## config.mk

```make
export PLATFORM = sky130hd
export DESIGN_NAME = slice_assembler
export DESIGN_NICKNAME = d
export VERILOG_FILES = /design/src/rtl/slice_assembler.sv
export SDC_FILE = /design/constraint.sdc
export NUM_CORES = 1
export LEC_CHECK = 0
export ABC_CLOCK_PERIOD_IN_PS = 2940
export CORE_AREA = 2 2 39 41
export DETAILED_ROUTE_END_ITERATION = 7
export DIE_AREA = 0 0 41 43
export DONT_BUFFER_PORTS = 1
export HOLD_SLACK_MARGIN = 0.08
export PLACE_DENSITY = 0.3
export SYNTH_ARGS = -nofsm -noshare
export SYNTH_HDL_FRONTEND = slang
export SYNTH_SLANG_ARGS = --single-unit
export TNS_END_PERCENT = 100
```

## constraint.sdc

```tcl
create_clock -name clk -period 2.94 [get_ports clk]
set_clock_uncertainty 0.05 [all_clocks]
set_input_delay 0.294 -clock clk [delete_from_list [all_inputs] [get_ports clk]]
set_output_delay 0.294 -clock clk [all_outputs]
set_load 0.01 [all_outputs]
```

## src/rtl/slice_assembler.sv

```systemverilog
// slice_assembler: packs two-element beats into an N-element frame over an arbitrary
// (possibly negative, possibly ascending) packed index range, then holds it until consumed.
module slice_assembler #(
  parameter int MSB = 0,
  parameter int LSB = 0,
  parameter int EW = 2,
  localparam int N = (MSB > LSB ? MSB - LSB : LSB - MSB) + 1,
  localparam int LO = MSB < LSB ? MSB : LSB,
  localparam int PW = $clog2(N + 2)
) (
  input  logic                      clk,
  input  logic                      rst_n,
  input  logic                      flush,
  input  logic                      in_valid,
  output logic                      in_ready,
  input  logic [1:0][EW-1:0]        in_chunk,
  output logic                      out_valid,
  input  logic                      out_ready,
  output logic [MSB:LSB][EW-1:0]    out_data,
  output logic [PW-1:0]             fill_ptr
);
  localparam logic [0:0] FILL = 1'b0;
  localparam logic [0:0] HOLD = 1'b1;
  localparam bit ASC = MSB < LSB;
  logic [0:0] state;
  logic [PW-1:0] off;
  logic take;
  logic last;
  assign in_ready = state == FILL && !flush;
  assign out_valid = state == HOLD;
  assign fill_ptr = state == HOLD ? PW'(N) : off;
  assign take = in_valid && in_ready;
  // this beat covers element HI (second element may fall past HI and is dropped)
  assign last = int'(off) + 2 >= N;
  always_ff @(posedge clk or negedge rst_n) begin
    if (!rst_n) begin
      state <= FILL;
      off <= '0;
      out_data <= '0;
    end else if (flush || (state == HOLD && out_ready)) begin
      state <= FILL;
      off <= '0;
      out_data <= '0;
    end else if (take) begin
      for (int k = 0; k < N; k++) begin
        if (k == int'(off)) out_data[LO + k] <= in_chunk[ASC ? 1 : 0];
        if (k == int'(off) + 1) out_data[LO + k] <= in_chunk[ASC ? 0 : 1];
      end
      off <= off + PW'(2);
      if (last) state <= HOLD;
    end
  end
endmodule

```

==> summary.md <==
| Metric | Value |
|---|---|
| Fin Hold WS | about 0.16 ns |
| CP Cell Sequence | and2b_2 |
| Yosys cell types | 10 |
| Drt first pass iters | 4 |
| Via count | about 160 |
| Root Buffer | clkbuf_4 |
| Kind of end point of the critical path | primary output |
| Die W | about 41 um |
| Final Util | about 19% |
| Worst slew pin tran | 0.458 ns |
| Worst path slowest cell | dfrtp_1 |
| Std-Cell Core Area | 1380 um2 |
| Final worst path period need | approximately 1.5 ns |
| Setup violations, final | 0 |
| Max-Cap Viols | 0 |
| Initial antenna violation count | 0 |
| Num rows | 14 |
| CP startpoint kind | flip-flop |
| Clk Latency, worst-skew pair | 0.23 ns |
| H-tree depth | 1 |
| Setup bufs post-CTS | 0 |
| Setup CP Type | reg -> out |
| Critical path arrival | roughly 1.2 ns |
| Final hold violation count | 0 |
| VDD IR max | between 0.2 and 0.25 mV |
| Ports | 15 |
| Register area | ~100 um2 |
| Rel. slew slack | ~69% |
| Vias in the first global route | about 170 |
| Multi-input gate area | about 110 um2 |
| Power density cells | about 550 nW/um2 |
| Clk slew on worst S/H paths | approximately 0.040 ns |
| Die ar. | about 1800 um2 |
| Syn Std Cell Area | roughly 220 um2 |
| First-pass GRT wire length | ~710 um |
| Final-report max-slew violation count | 0 |
| YS warnings | 0 |
| CP delay by family, top | flip-flops |
| Wirelength per Cell | between 10 and 15 um |
| Total gr overflow | 0 |
| DRC viols | 0 |
| Largest net degree at the start of global routing | 10 |
| Hold Crit Class | in -> reg |
| Initial DRC count | 1 |
| Status | finished, final reports clean |
| RSZ-0062 raised after global routing | no |
| DRT antenna net count | 0 |
| Antenna cells | 0 |
| FMAX | ~0.67 GHz |
| Tcrit/Tclk final | 50.7% |
| Slowest cell delay on critical path | about 0.62 ns |
| Layout area overhead | 22.9% |
| CTS tree | built |
| CTS Buf Count | 3 |
| Fill count | 166 |
| Detailed Route WL | 422 um |
| Via density | approximately 4.2 |
| Syn Nets | 29 |
| Fin nets | 34 |
| Mapped Cells | 20 |
| WP data required | roughly 2.6 ns |
| Max clock buf depth | 2 |
| Routability cong. | approximately 0.53 |
| Global Route Usage Sum | between 6 and 7% |
| Setup tns final | 0 ns |
| Mean Syn Cell Area | about 11 um2 |
| Leakage power | approximately 0.12 nW |
| Port Buf Inserts | 0 |
| Layout cells sized above 1 | a little over a quarter |
| Initial core utilization | between 10% and 20% |
| Die height | about 43 um |
| FF+latch count, synth | 4 |
| Critical path fanouts, max | 9 |
| Crit path buf inv count | 0 |
| Seq/Total Area, Yosys | a little under half |
| Clock sinks | 4 |
-- registers in the layout, indices dropped and copies added (netlist names) --
name       cells
off            1
out_data       2
out_valid      1
-- metal layers --
layer	part of all wire [%]	GRT usage, %
met4	0	2.00
met2	45	7.81
met5	0	0
met3	18	7.33
met1	37	7.21
-- cell families after synthesis --
kind of cell / share of synthesized area (%)
simple gates: 28.6
buf+inv: 5.71
compound gates: 6.28
mux: 13.7
flops: 45.7
-- final timing paths --
kind	slack [ns]	to	cells after the start	start
setup / recovery	1.45	fill_ptr[1]	1	out_valid
hold / removal	0.16	out_valid	2	in_valid
setup reg to reg	1.58	out_data[1]	3	out_valid
hold reg to reg	0.55	out_data[0]	2	out_data[0]
max in group asynchronous	2.38	out_data[1]	1	rst_n
min in group asynchronous	0.29	out_valid	1	rst_n
-- Yosys cell counts --
cell,instances,share of area [%]
a21o_2,1,4.0
a21oi_1,1,2.3
and2b_2,1,4.0
buf_4,1,3.4
clkbuf_2,1,2.3
dfrtp_1,4,46
mux2i_1,3,14
nor2_1,6,10
nor3b_1,1,3.4
nor4b_4,1,11
-- stage by stage --
step / instances / total power [mW] / cell area, um2 / worst slack [ns]
after detailed placement: 34 / 0.0805 / 226 / 1.57
after global routing: 39 / 0.161 / 269 / 1.35
final: 39 / 0.148 / 269 / 1.45
after global placement: 34 / 0.0802 / 226 / 1.58
after floorplan: 20 / 0.0801 / 219 / 1.64
after CTS: 39 / 0.153 / 269 / 1.43
-- report_power, final --
part | internal, mW | switching (mW) | total, mW | leakage, nW
registers | 0.0585 | 0.00716 | 0.0657 | 0.0535
clock network | 0.0454 | 0.0198 | 0.0652 | 0.0138
logic | 0.00966 | 0.00697 | 0.0166 | 0.0506
-- cells in the final DEF, fill, tap and decap left out --
master and instances:
a21o_2 1, a21oi_1 1, and2b_2 1, clkbuf_4 3, dfrtp_1 4, dlygate4sd3_1 2, mux2i_1 3, nor2_1 6
nor3b_1 1, nor4b_4 1
-- area by class of cell --
| class | instances | share of cell area [%] |
|---|---|---|
| multi-input combinational | 14 | 39.5 |
| sequential | 4 | 37.2 |
| clock buffer | 3 | 8.37 |
| timing repair buffer | 2 | 7.44 |
| tap | 16 | 7.44 |
-- repair_timing --
item,in CTS,in global routing
hold endpoints to repair,5,0
endpoints found under the setup margin,0,0
hold buffers,2,0
gates resized for setup,0,0
Note: power is estimated with default switching activity, not from simulation.
